## src/rtl/xgmii_pkg.sv

```systemverilog
// Shared definitions for the XGMII TX frame arbiter.
//   - FSM state encodings (2-bit, plain localparams)
//   - MII64 mod codes and the abort word used to poison a truncated frame
//   - tx_word_t: one registered word towards the TX encoder
//   - needs_ifg(): whether an EOF word forces one extra idle cycle in the encoder
package xgmii_pkg;

   localparam logic [1:0] ST_IDLE  = 2'd0;
   localparam logic [1:0] ST_SEND  = 2'd1;
   localparam logic [1:0] ST_FLUSH = 2'd2;
   localparam logic [1:0] ST_GAP   = 2'd3;

   localparam logic [2:0]  MOD_FULL   = 3'h0;
   localparam logic [2:0]  MOD_UNDRUN = 3'h1;
   localparam logic [63:0] TXD_ABORT  = 64'h0;

   typedef struct packed {
      logic        dv;
      logic        sof;
      logic        eof;
      logic [2:0]  mod;
      logic [63:0] d;
   } tx_word_t;

   // EOF words with 0 (=8), 5, 6 or 7 valid bytes leave no room for the
   // terminate character in the same XGMII column group, so the encoder
   // needs one extra idle word before the next start.
   function automatic logic needs_ifg(input logic [2:0] mod);
      return (mod == MOD_FULL) || (mod >= 3'd5);
   endfunction

endpackage

```

## src/rtl/rr_arb.sv

```systemverilog
// N-way round-robin picker.
//   clk, rst   : clock, asynchronous active-high reset
//   req        : per-source request vector
//   adv        : advance pointer past adv_id (frame completed)
//   adv_id     : source that just completed a frame
//   gnt_valid  : at least one request present
//   gnt_id     : first requester at or after the pointer, circular
// The pick is combinational; only the pointer is registered.
module rr_arb #(
   parameter int N_SRC = 2
) (
   input  logic             clk,
   input  logic             rst,
   input  logic [N_SRC-1:0] req,
   input  logic             adv,
   input  logic [1:0]       adv_id,
   output logic             gnt_valid,
   output logic [1:0]       gnt_id
);

   logic [1:0]         ptr_q, ptr_d;
   logic [2:0]         nxt;
   logic [2:0]         sum;
   logic [2*N_SRC-1:0] req_rot;

   always_comb begin
      nxt = {1'b0, adv_id} + 3'd1;
      if (nxt >= 3'(N_SRC)) nxt = 3'd0;
      ptr_d = adv ? nxt[1:0] : ptr_q;
   end

   // Rotate the request vector so that bit 0 is the pointer position; the
   // lowest set bit of the rotated vector is the winner.
   always_comb begin
      req_rot   = {req, req} >> ptr_q;
      gnt_valid = 1'b0;
      gnt_id    = ptr_q;
      sum       = 3'd0;
      for (int k = N_SRC - 1; k >= 0; k--) begin
         if (req_rot[k]) begin
            sum = {1'b0, ptr_q} + 3'(k);
            if (sum >= 3'(N_SRC)) sum = sum - 3'(N_SRC);
            gnt_valid = 1'b1;
            gnt_id    = sum[1:0];
         end
      end
   end

   always_ff @(posedge clk or posedge rst) begin
      if (rst) ptr_q <= 2'd0;
      else     ptr_q <= ptr_d;
   end

endmodule

```

## src/rtl/xgmii_tx_arb.sv

```systemverilog
// Round-robin whole-frame arbiter in front of the mii64 -> XGMII TX encoder.
//   Clk, Reset          : TX clock, asynchronous active-high reset
//   src_dv/d/sof/eof/mod: per-source mii64 word streams (src i at slice i)
//   src_rdy             : word accepted when src_dv[i] & src_rdy[i]
//   Txdv/Txd/TxSof/TxEof/TxMod : registered mii64 stream to the encoder
//   grant_id            : source currently or last granted
//   drop_runt           : 1-cycle pulse, single-word frame discarded
//   err_undrun          : 1-cycle pulse, frame cut short (underrun or MAX_WORDS)
//
// state | meaning
// IDLE  | waiting for a SOF request; non-SOF words are drained for resync
// SEND  | forwarding words of the granted source
// FLUSH | frame already terminated; discard source words up to its EOF
// GAP   | forced idle after EOF, down-counter to zero
module xgmii_tx_arb
   import xgmii_pkg::*;
#(
   parameter int N_SRC     = 2,
   parameter int MIN_GAP   = 0,
   parameter int MAX_WORDS = 1200
) (
   input  logic                Clk,
   input  logic                Reset,
   input  logic [N_SRC-1:0]    src_dv,
   input  logic [64*N_SRC-1:0] src_d,
   input  logic [N_SRC-1:0]    src_sof,
   input  logic [N_SRC-1:0]    src_eof,
   input  logic [3*N_SRC-1:0]  src_mod,
   output logic [N_SRC-1:0]    src_rdy,
   output logic                Txdv,
   output logic [63:0]         Txd,
   output logic                TxSof,
   output logic                TxEof,
   output logic [2:0]          TxMod,
   output logic [1:0]          grant_id,
   output logic                drop_runt,
   output logic                err_undrun
);

   localparam logic [10:0] WCNT_LAST = 11'(MAX_WORDS - 1);

   logic [1:0]  state_q, state_d;
   logic [1:0]  grant_q, grant_d;
   logic        first_q, first_d;
   logic [10:0] wcnt_q, wcnt_d;
   logic [3:0]  gap_cnt_q, gap_cnt_d;
   tx_word_t    tx_q, tx_d;
   logic        drop_runt_q, drop_runt_d;
   logic        err_undrun_q, err_undrun_d;

   logic [N_SRC-1:0] rdy;
   logic [N_SRC-1:0] grant_oh;
   logic             sel_dv, sel_sof, sel_eof;
   logic [2:0]       sel_mod;
   logic [63:0]      sel_d;
   logic             rr_adv;
   logic             gnt_valid;
   logic [1:0]       gnt_id;
   logic [4:0]       len_send, len_flush;

   function automatic logic [4:0] gap_len(input logic [2:0] mod);
      return 5'(MIN_GAP) + {4'd0, needs_ifg(mod)};
   endfunction

   rr_arb #(.N_SRC(N_SRC)) u_rr_arb (
      .clk       (Clk),
      .rst       (Reset),
      .req       (src_dv & src_sof),
      .adv       (rr_adv),
      .adv_id    (grant_q),
      .gnt_valid (gnt_valid),
      .gnt_id    (gnt_id)
   );

   always_comb begin
      grant_oh = '0;
      sel_dv   = 1'b0;
      sel_sof  = 1'b0;
      sel_eof  = 1'b0;
      sel_mod  = MOD_FULL;
      sel_d    = '0;
      for (int i = 0; i < N_SRC; i++) begin
         if (grant_q == 2'(i)) begin
            grant_oh[i] = 1'b1;
            sel_dv      = src_dv[i];
            sel_sof     = src_sof[i];
            sel_eof     = src_eof[i];
            sel_mod     = src_mod[3*i +: 3];
            sel_d       = src_d[64*i +: 64];
         end
      end
   end

   always_comb begin
      state_d      = state_q;
      grant_d      = grant_q;
      first_d      = first_q;
      wcnt_d       = wcnt_q;
      gap_cnt_d    = gap_cnt_q;
      tx_d         = tx_q;
      tx_d.dv      = 1'b0;
      tx_d.sof     = 1'b0;
      tx_d.eof     = 1'b0;
      drop_runt_d  = 1'b0;
      err_undrun_d = 1'b0;
      rr_adv       = 1'b0;
      rdy          = '0;
      len_send     = gap_len(sel_mod);
      len_flush    = gap_len(MOD_FULL);

      case (state_q)
         ST_IDLE: begin
            // Words arriving without SOF belong to no frame: drain them.
            rdy = src_dv & ~src_sof;
            if (gnt_valid) begin
               grant_d = gnt_id;
               first_d = 1'b1;
               wcnt_d  = '0;
               state_d = ST_SEND;
            end
         end

         ST_SEND: begin
            rdy = grant_oh;
            if (sel_dv) begin
               if (first_q && sel_sof && sel_eof) begin
                  drop_runt_d = 1'b1;
                  state_d     = ST_IDLE;
               end else begin
                  first_d  = 1'b0;
                  wcnt_d   = (wcnt_q == '1) ? wcnt_q : wcnt_q + 11'd1;
                  tx_d.dv  = 1'b1;
                  tx_d.sof = first_q;
                  tx_d.d   = sel_d;
                  tx_d.eof = sel_eof;
                  tx_d.mod = sel_eof ? sel_mod : MOD_FULL;
                  if (sel_eof) begin
                     rr_adv = 1'b1;
                     if (len_send == 5'd0) begin
                        state_d = ST_IDLE;
                     end else begin
                        state_d   = ST_GAP;
                        gap_cnt_d = 4'(len_send - 5'd1);
                     end
                  end else if (wcnt_q >= WCNT_LAST) begin
                     // Jumbo guard: this word becomes the poisoned EOF so the
                     // frame never exceeds MAX_WORDS on the wire.
                     tx_d.eof     = 1'b1;
                     tx_d.mod     = MOD_UNDRUN;
                     tx_d.d       = TXD_ABORT;
                     err_undrun_d = 1'b1;
                     state_d      = ST_FLUSH;
                  end
               end
            end else if (!first_q) begin
               // The encoder cannot stall mid-frame: close it with a word
               // that is guaranteed to break the FCS.
               tx_d.dv      = 1'b1;
               tx_d.eof     = 1'b1;
               tx_d.mod     = MOD_UNDRUN;
               tx_d.d       = TXD_ABORT;
               err_undrun_d = 1'b1;
               state_d      = ST_FLUSH;
            end else begin
               // Requester withdrew its SOF before it was taken.
               state_d = ST_IDLE;
            end
         end

         ST_FLUSH: begin
            rdy = grant_oh;
            if (sel_dv && sel_eof) begin
               rr_adv = 1'b1;
               if (len_flush == 5'd0) begin
                  state_d = ST_IDLE;
               end else begin
                  state_d   = ST_GAP;
                  gap_cnt_d = 4'(len_flush - 5'd1);
               end
            end
         end

         default: begin
            if (gap_cnt_q == 4'd0) state_d = ST_IDLE;
            else                   gap_cnt_d = gap_cnt_q - 4'd1;
         end
      endcase
   end

   always_ff @(posedge Clk or posedge Reset) begin
      if (Reset) begin
         state_q      <= ST_IDLE;
         grant_q      <= 2'd0;
         first_q      <= 1'b0;
         wcnt_q       <= '0;
         gap_cnt_q    <= '0;
         tx_q         <= '0;
         drop_runt_q  <= 1'b0;
         err_undrun_q <= 1'b0;
      end else begin
         state_q      <= state_d;
         grant_q      <= grant_d;
         first_q      <= first_d;
         wcnt_q       <= wcnt_d;
         gap_cnt_q    <= gap_cnt_d;
         tx_q         <= tx_d;
         drop_runt_q  <= drop_runt_d;
         err_undrun_q <= err_undrun_d;
      end
   end

   // Ready is combinational; hold it low while reset is asserted so no
   // source sees a handshake during reset.
   assign src_rdy    = Reset ? '0 : rdy;
   assign Txdv       = tx_q.dv;
   assign Txd        = tx_q.d;
   assign TxSof      = tx_q.sof;
   assign TxEof      = tx_q.eof;
   assign TxMod      = tx_q.mod;
   assign grant_id   = grant_q;
   assign drop_runt  = drop_runt_q;
   assign err_undrun = err_undrun_q;

endmodule

```

## config.mk

```make
export PLATFORM = sky130hd
export DESIGN_NAME = xgmii_tx_arb
export DESIGN_NICKNAME = d
export VERILOG_FILES = /design/src/rtl/xgmii_pkg.sv /design/src/rtl/rr_arb.sv /design/src/rtl/xgmii_tx_arb.sv
export SDC_FILE = /design/constraint.sdc
export NUM_CORES = 1
export LEC_CHECK = 0
export CORE_UTILIZATION = 43
export CTS_CLUSTER_SIZE = 20
export DETAILED_ROUTE_END_ITERATION = 8
export HOLD_SLACK_MARGIN = 0.12
export PLACE_DENSITY = 0.82
export SYNTH_ARGS = -nofsm -noshare
export SYNTH_HDL_FRONTEND = slang
export SYNTH_SLANG_ARGS = --single-unit
```

## constraint.sdc

```tcl
create_clock -name Clk -period 4.75 [get_ports Clk]
set_input_delay 1.425 -clock Clk [delete_from_list [all_inputs] [get_ports Clk]]
set_output_delay 1.425 -clock Clk [all_outputs]
set_load 0.1 [all_outputs]
```

==> results of run 1 <==
## stage by stage
| step | hold slack [ns] | setup WS, ns | total power [mW] |
|---|---|---|---|
| final | 0.473 | 0.710 | 4.87 |
| after global routing | 0.503 | 0.618 | 5.16 |
| after CTS | 0.483 | 0.703 | 4.89 |
| after detailed placement | 0.470 | 0.705 | 4.23 |
| after global placement | 0.460 | 0.750 | 4.14 |
| after floorplan | 0.487 | -0.0273 | 3.42 |
## layout make-up
class / instances / share of cell area
multi-input cells: 478 / 0.321
clock buffers: 14 / 0.0352
repair buffers: 222 / 0.299
clock inverters: 1 / 0.000668
well taps: 140 / 0.0234
inverters: 13 / 0.00684
flip-flops and latches: 94 / 0.314
## path summary, 6_finish.rpt
path / start / endpoint / slack (ns) / cells after the start
hold reg to reg: Txd[63]$_DFFE_PP0P_ / Txd[63]$_DFFE_PP0P_ / 0.47 / 2
min in group asynchronous: Reset / drop_runt$_DFF_PP0_ / 1.80 / 2
setup reg to reg: grant_id[1]$_DFFE_PP0P_ / gap_cnt_q[1]$_DFFE_PP0P_ / 1.28 / 9
max in group asynchronous: Reset / Txd[12]$_DFFE_PP0P_ / 2.18 / 2
setup / recovery: src_dv[1] / src_rdy[1] / 0.71 / 6
hold / removal: Txd[63]$_DFFE_PP0P_ / Txd[63]$_DFFE_PP0P_ / 0.47 / 2
## cell usage in the layout (no fill, tap or decap), types with 4 or more instances in the layout
master / instances
clkdlybuf4s50_1: 215
nand2_1: 150
dfrtp_1: 94
nor2_1: 90
a21oi_1: 75
o21ai_0: 48
o21ai_1: 23
nand3_1: 13
inv_1: 11
clkbuf_16: 9
a31oi_1: 7
xor2_1: 7
ha_1: 7
and3_1: 4
buf_4: 4
## worst max-delay path, delay by kind of cell
family	cells	cell delay, ns
AOI/OAI and AO/OA	1	0.06
buffers and inverters	2	0.76
and+or+nand+nor	3	0.37
## power by group through the flow
stage	clock [mW]	combinational, mW	sequential (mW)
2_1_floorplan	0	1.24	2.19
3_3_place_gp	0	3.01	1.13
3_5_place_dp	0	3.08	1.15
4_1_cts	0.670	3.09	1.13
5_1_grt	0.709	3.29	1.16
6_report	0.660	3.07	1.13
## cell families (layout without fill, tap and decap cells)
logic type,Yosys count,after routing
xor+xnor,9,9
flops,94,94
mux,5,5
buf+inv,54,250
simple gates,284,284
compound gates,171,171
fa+ha+maj,9,9
## flip-flops by register name (all words and copies together) (netlist names), 2 cells and up
| register | cells |
|---|---|
| TxMod | 3 |
| Txd | 64 |
| gap_cnt_q | 4 |
| grant_id | 2 |
| state_q | 2 |
| u_rr_arb.ptr_q | 2 |
| wcnt_q | 11 |
## routing by layer
layer | wire length, um | up-vias | share of wire | global-route usage
met5 | 0 | - | 0 | 0
met1 | 5660 | 2311 | 0.40 | 0.281
li1 | - | 2482 | - | -
met2 | 7280 | 200 | 0.51 | 0.435
met3 | 1080 | 25 | 0.075 | 0.0532
met4 | 258 | 0 | 0.018 | 0.0927
## cells in the mapped netlist, types with 2 or more instances
master / n / share of area
xnor2_1: 2 / 0.0035
xor2_1: 7 / 0.012
mux2_1: 3 / 0.0068
a31oi_1: 7 / 0.0089
buf_1: 2 / 0.0015
and3_1: 4 / 0.0051
clkbuf_1: 34 / 0.026
mux2_2: 2 / 0.0046
buf_2: 3 / 0.0030
inv_1: 12 / 0.0091
nand4b_1: 3 / 0.0053
o22ai_1: 2 / 0.0025
and2_1: 3 / 0.0038
nand3_1: 14 / 0.014
a21oi_1: 75 / 0.076
o21ai_0: 48 / 0.049
o2bb2ai_1: 2 / 0.0035
o31ai_1: 2 / 0.0030
nor4_1: 2 / 0.0025
ha_1: 9 / 0.023
o21ai_1: 23 / 0.023
nand4_1: 2 / 0.0025
nand2_1: 150 / 0.11
nand2_2: 3 / 0.0038
nor2_1: 90 / 0.068
nor2b_1: 3 / 0.0038
dfrtp_1: 94 / 0.48
nor3_1: 3 / 0.0030
a221oi_1: 2 / 0.0035
==> flow_summary_export.csv, run 1 <==
group,metric,value,unit
status,status,"finished clean",
global_route,grt-ovfl-total,0,
detailed_routing,routedWlPerCell,14.8,um
die,start_util,0.448,
clock_network,cts_tree,"built",
setup_path,worstPathArrival,2.61,ns
placement,io_buffers,217,
logic_synthesis,synthXorXnorAreaFrac,0.0160,
power_and_ir_drop,clkPwrFrac,0.136,
logic_synthesis,synth_warnings,0,
logic_synthesis,ys_seq_area_frac,0.476,
placement,place.gp.congestion,0.886,
die,pin_count,218,
final_layout,drive_gt1_frac,0.0438,
power_and_ir_drop,p_switching,2.63,mW
hold_path,holdCritPathClass,"reg2reg",
final_layout,area_growth,51.8,%
final_layout,postLayoutCoreUtil,0.680,
setup_path,startpoint_type,"input port",
global_route,first_global_vias,4789,
sta,rsz0062_at_grt,"false",
sta,post-route-period-util,0.850,
setup_path,path_class,"in2out",
detailed_routing,viasPerCell,5.22,
clock_network,ctsHoldBuffers,0,
logic_synthesis,synth-adder-area-share,0.0228,
power_and_ir_drop,ir_drop,0.000382,V
logic_synthesis,yosys.cell_types.count,49,
logic_synthesis,syn_nets,777,
power_and_ir_drop,p_seq_frac,0.233,
sta,maxSlewHeadroom,0.231,
clock_network,cts_made_buffers,9,
logic_synthesis,synthMuxAreaShare,0.0114,
die,die_y,109,um
global_route,grt_max_degree,95,
final_layout,n_fill_cell,880,
sta,finClkSkew,0.00534,ns
setup_path,critPathMaxStageDelay,0.55,ns
power_and_ir_drop,intPower,2.24,mW
power_and_ir_drop,pwr_density_cell,650,nW/um2
clock_network,htree_levels,3,
clock_network,clk_pin_slew_worst_paths,0.06,ns
detailed_routing,drt-initial-drc-count,371,
final_layout,regArea,2350,um2
die,die_w,109,um
final_layout,layout.cells.non_filler,962,
global_route,grt_antenna_before_repair,0,
logic_synthesis,synth-simple-area-share,0.241,
sta,slew_viol_final,0,
setup_path,endpoint_kind,"output port",
global_route,grt.total_usage,0.243,
sta,tightestPinTransition,1.15,ns
die,core,11000,um2
sta,finalHoldViolations,0,
logic_synthesis,avgSynthCellArea,7.89,um2
clock_network,cts_setup_buffers,0,
final_layout,diodes,0,
detailed_routing,ant_nets,0,
final_layout,multi_input_area,2410,um2
setup_path,cp.required,3.32,ns
detailed_routing,drtPass1Iterations,4,
clock_network,cts_resized,0,
logic_synthesis,synth_edf_count,0,
setup_path,cp_slowest_cell,"clkdlybuf4s50_1",
run,drv_cap,0,
clock_network,cts_buffer_depth,2,
power_and_ir_drop,p_sw_frac,0.540,
logic_synthesis,async_flop_share,1.00,
global_route,grt_pass1_wl,22.6,mm
logic_synthesis,synthCells,626,
power_and_ir_drop,p_leak,3.30,nW
detailed_routing,drc,0,
logic_synthesis,ys_seq_elements,94,
setup_path,cp_max_fo,5,
clock_network,cts-root-buf,"clkbuf_16",
logic_synthesis,synth_compound_area_frac,0.188,
placement,dpl_cell_area,7230,um2
placement,dpl.hpwl,10.6,mm
placement,dp_cells,947,
detailed_routing,drt_wl_total,14.3,mm
power_and_ir_drop,pwr-share-comb,0.631,
sta,fmax,248,MHz
clock_network,cts_sinks,94,
final_layout,fin_nets,969,
die,row_count,38,
die,die_area,11900,um2
clock_network,clk_latency,0.33,ns
setup_path,crit_path_cell_trace,"clkdlybuf4s50_1 > nand2_1 > nor2_1 > a21oi_1 > nor3_2 > buf_12",
detailed_routing,via_count,5018,
logic_synthesis,synth_top_family_by_area,"simple AND/OR/NAND/NOR gates",
logic_synthesis,syn_area,4940,um2
logic_synthesis,ys.flop_type,"dfrtp_1",
sta,setup_tns,0,ns
sta,fin_crit,4.04,ns
sta,finalSetupViolCount,0,
final_layout,stdcell_area,7500,um2
No activity file was read; power rests on OpenSTA's default activity.
==> inputs of run 2 (changes only) <==
--- a/config.mk
+++ b/config.mk
@@ -5,11 +5,13 @@
 export SDC_FILE = /design/constraint.sdc
 export NUM_CORES = 1
 export LEC_CHECK = 0
-export CORE_UTILIZATION = 43
+export CELL_PAD_IN_SITES_DETAIL_PLACEMENT = 1
+export CELL_PAD_IN_SITES_GLOBAL_PLACEMENT = 1
+export CORE_UTILIZATION = 30
 export CTS_CLUSTER_SIZE = 20
 export DETAILED_ROUTE_END_ITERATION = 8
 export HOLD_SLACK_MARGIN = 0.12
-export PLACE_DENSITY = 0.82
+export PLACE_DENSITY_LB_ADDON = 0.1
 export SYNTH_ARGS = -nofsm -noshare
 export SYNTH_HDL_FRONTEND = slang
 export SYNTH_SLANG_ARGS = --single-unit
==> run 2 against run 1 <==
  * Clock power is 29% higher
  * Flip-flop and latch count stayed put
  * Fmax is 0.33% lower
  * Via count is 1.9% higher
  * Power is 5.4% higher
  * Routed wire length is 22% higher
  * Sequential share of layout area is 0.86 points lower
  * Core utilization is 20 points lower
  * Worst setup slack worse by 0.014 ns
  * Count of clock-buffer cells in the layout is 2 lower
  * Register-to-register slack better by 0.20 ns
  * Critical path depth stayed put
  * Critical endpoint unchanged
==> flow_summary_export.csv, run 2 (synthesized netlist as in run 1, its figures left out) <==
group,metric,value,unit
setup_path,cp.required,3.32,ns
die,start_util,0.309,
setup_path,critPathTopFamily,"buffers and inverters",
clock_network,cts_made_buffers,9,
setup_path,endpoint_kind,"output port",
setup_path,critPathMaxStageDelay,0.55,ns
sta,tightestPinTransition,1.08,ns
power_and_ir_drop,ir_drop,0.000268,V
die,die_area,17000,um2
clock_network,cts_tree,"built",
sta,maxSlewHeadroom,0.276,
setup_path,cp_slowest_cell,"clkdlybuf4s50_1",
detailed_routing,ant_nets,0,
power_and_ir_drop,p_sw_frac,0.530,
clock_network,htree_levels,3,
setup_path,startpoint_type,"input port",
power_and_ir_drop,total_power,5.13,mW
detailed_routing,drtPass1Iterations,4,
final_layout,layout.cells.non_filler,1040,
global_route,grt.total_usage,0.206,
clock_network,clk_pin_slew_worst_paths,0.07,ns
hold_path,holdCritPathClass,"reg2reg",
clock_network,cts_sinks,94,
detailed_routing,drt-initial-drc-count,183,
detailed_routing,routedWlPerCell,16.8,um
final_layout,drive_gt1_frac,0.0498,
die,die_w,130,um
sta,slew_viol_final,0,
global_route,grt_pass1_wl,26.6,mm
run,drv_cap,0,
sta,setup_slack,0.697,ns
setup_path,path_class,"in2out",
sta,finClkSkew,0.00660,ns
setup_path,crit_path_cell_trace,"clkdlybuf4s50_1 > nand2_1 > nor2_1 > a21oi_1 > nor3_2 > buf_12",
sta,worst_hold_slack,0.481,ns
sta,setup_tns,0,ns
detailed_routing,via_count,5115,
die,die_y,130,um
clock_network,cts_buffer_depth,2,
clock_network,cts_resized,0,
global_route,first_global_vias,5123,
final_layout,diodes,0,
detailed_routing,drt_wl_total,17.5,mm
power_and_ir_drop,clkPwrFrac,0.166,
final_layout,area_growth,56.0,%
sta,fin_crit,4.05,ns
detailed_routing,drc,0,
sta,finalHoldViolations,0,
sta,fmax,247,MHz
placement,dpl.hpwl,13.0,mm
global_route,grt_antenna_before_repair,0,
detailed_routing,viasPerCell,4.92,
sta,post-route-period-util,0.853,
clock_network,cts-root-buf,"clkbuf_16",
power_and_ir_drop,pwr_density_cell,666,nW/um2
final_layout,final_cell_mix,"clkdlybuf4s50_1 (215), nand2_1 (150), dfrtp_1 (94)",
placement,dp_cells,1025,
power_and_ir_drop,intPower,2.41,mW
final_layout,mostFrequentLayoutCell,"clkdlybuf4s50_1",
status,status,"finished clean",
setup_path,worst-path-buf-inv,2,
setup_path,worstPathArrival,2.63,ns
die,pin_count,218,
power_and_ir_drop,p_seq_frac,0.221,
placement,pre_cts_slack,0.681,ns
die,row_count,46,
clock_network,ctsHoldBuffers,0,
clock_network,cts_setup_buffers,0,
setup_path,cp_max_fo,5,
power_and_ir_drop,pwr-share-comb,0.613,
die,core,16000,um2
final_layout,n_fill_cell,1901,
global_route,grt-ovfl-total,0,
global_route,grt_max_degree,72,
power_and_ir_drop,p_switching,2.72,mW
placement,io_buffers,217,
placement,place.gp.congestion,0.796,
sta,rsz0062_at_grt,"false",
sta,finalSetupViolCount,0,
clock_network,clk_latency,0.34,ns
power_and_ir_drop,p_leak,3.36,nW
final_layout,largest_reg_flops,64,
final_layout,fin_nets,971,
==> run 2: metal layers <==
metal	vias up	global-route usage	routed length, um
met4	0	0.0711	291
li1	2484	-	-
met1	2460	0.238	7310
met2	153	0.374	8790
met3	18	0.0439	1090
met5	-	0	0
==> run 2: cell type report <==
type                       count  area, um2  share of cell area
clock inverter                 3       90.1              0.0117
timing repair buffer         224       2270               0.295
multi-input combinational    478       2410               0.312
clock buffer                  12        267              0.0346
tap                          216        270              0.0351
sequential                    94       2350               0.305
inverter                      13       51.3             0.00666
==> run 2: worst paths after layout <==
check                                        start             endpoint  slack, ns  depth (start not counted)
max                                      src_dv[1]           src_rdy[1]       0.70                          6
min                            Txd[53]$_DFFE_PP0P_  Txd[53]$_DFFE_PP0P_       0.48                          2
max reg2reg                grant_id[1]$_DFFE_PP0P_  Txd[22]$_DFFE_PP0P_       1.48                          8
min reg2reg                    Txd[53]$_DFFE_PP0P_  Txd[53]$_DFFE_PP0P_       0.48                          2
max in group asynchronous                    Reset   Txd[7]$_DFFE_PP0P_       2.47                          3
min in group asynchronous                    Reset  drop_runt$_DFF_PP0_       1.60                          2
==> run 2: tightest hold or removal path, cell delays in order (launching register included) <==
cell     delay (ns)
dfrtp_1        0.34
nand2_1        0.05
o21ai_0        0.06
==> run 2: power groups by stage <==
stage | clock network [mW] | registers (mW) | logic (mW)
finish | 0.852 | 1.14 | 3.15
global route | 0.915 | 1.17 | 3.38
CTS | 0.877 | 1.14 | 3.18
detailed placement | 0 | 1.15 | 3.17
global placement | 0 | 1.14 | 3.09
floorplan | 0 | 2.19 | 1.24
==> run 2: metrics by stage <==
| stage | instance area [um2] | util |
|---|---|---|
| 6_report | 7710 | 0.482 |
| 5_1_grt | 7710 | 0.482 |
| 4_1_cts | 7710 | 0.482 |
| 3_5_place_dp | 7350 | 0.459 |
| 3_3_place_gp | 7350 | 0.459 |
| 2_1_floorplan | 4950 | - |
==> inputs of run 3 (changes only) <==
--- a/config.mk
+++ b/config.mk
@@ -8,6 +8,7 @@
 export CELL_PAD_IN_SITES_DETAIL_PLACEMENT = 1
 export CELL_PAD_IN_SITES_GLOBAL_PLACEMENT = 1
 export CORE_UTILIZATION = 30
+export CTS_CLUSTER_DIAMETER = 80
 export CTS_CLUSTER_SIZE = 20
 export DETAILED_ROUTE_END_ITERATION = 8
 export HOLD_SLACK_MARGIN = 0.12
==> results of run 3 <==
No change in the layout: final DEF, timing and power equal those of run 2.
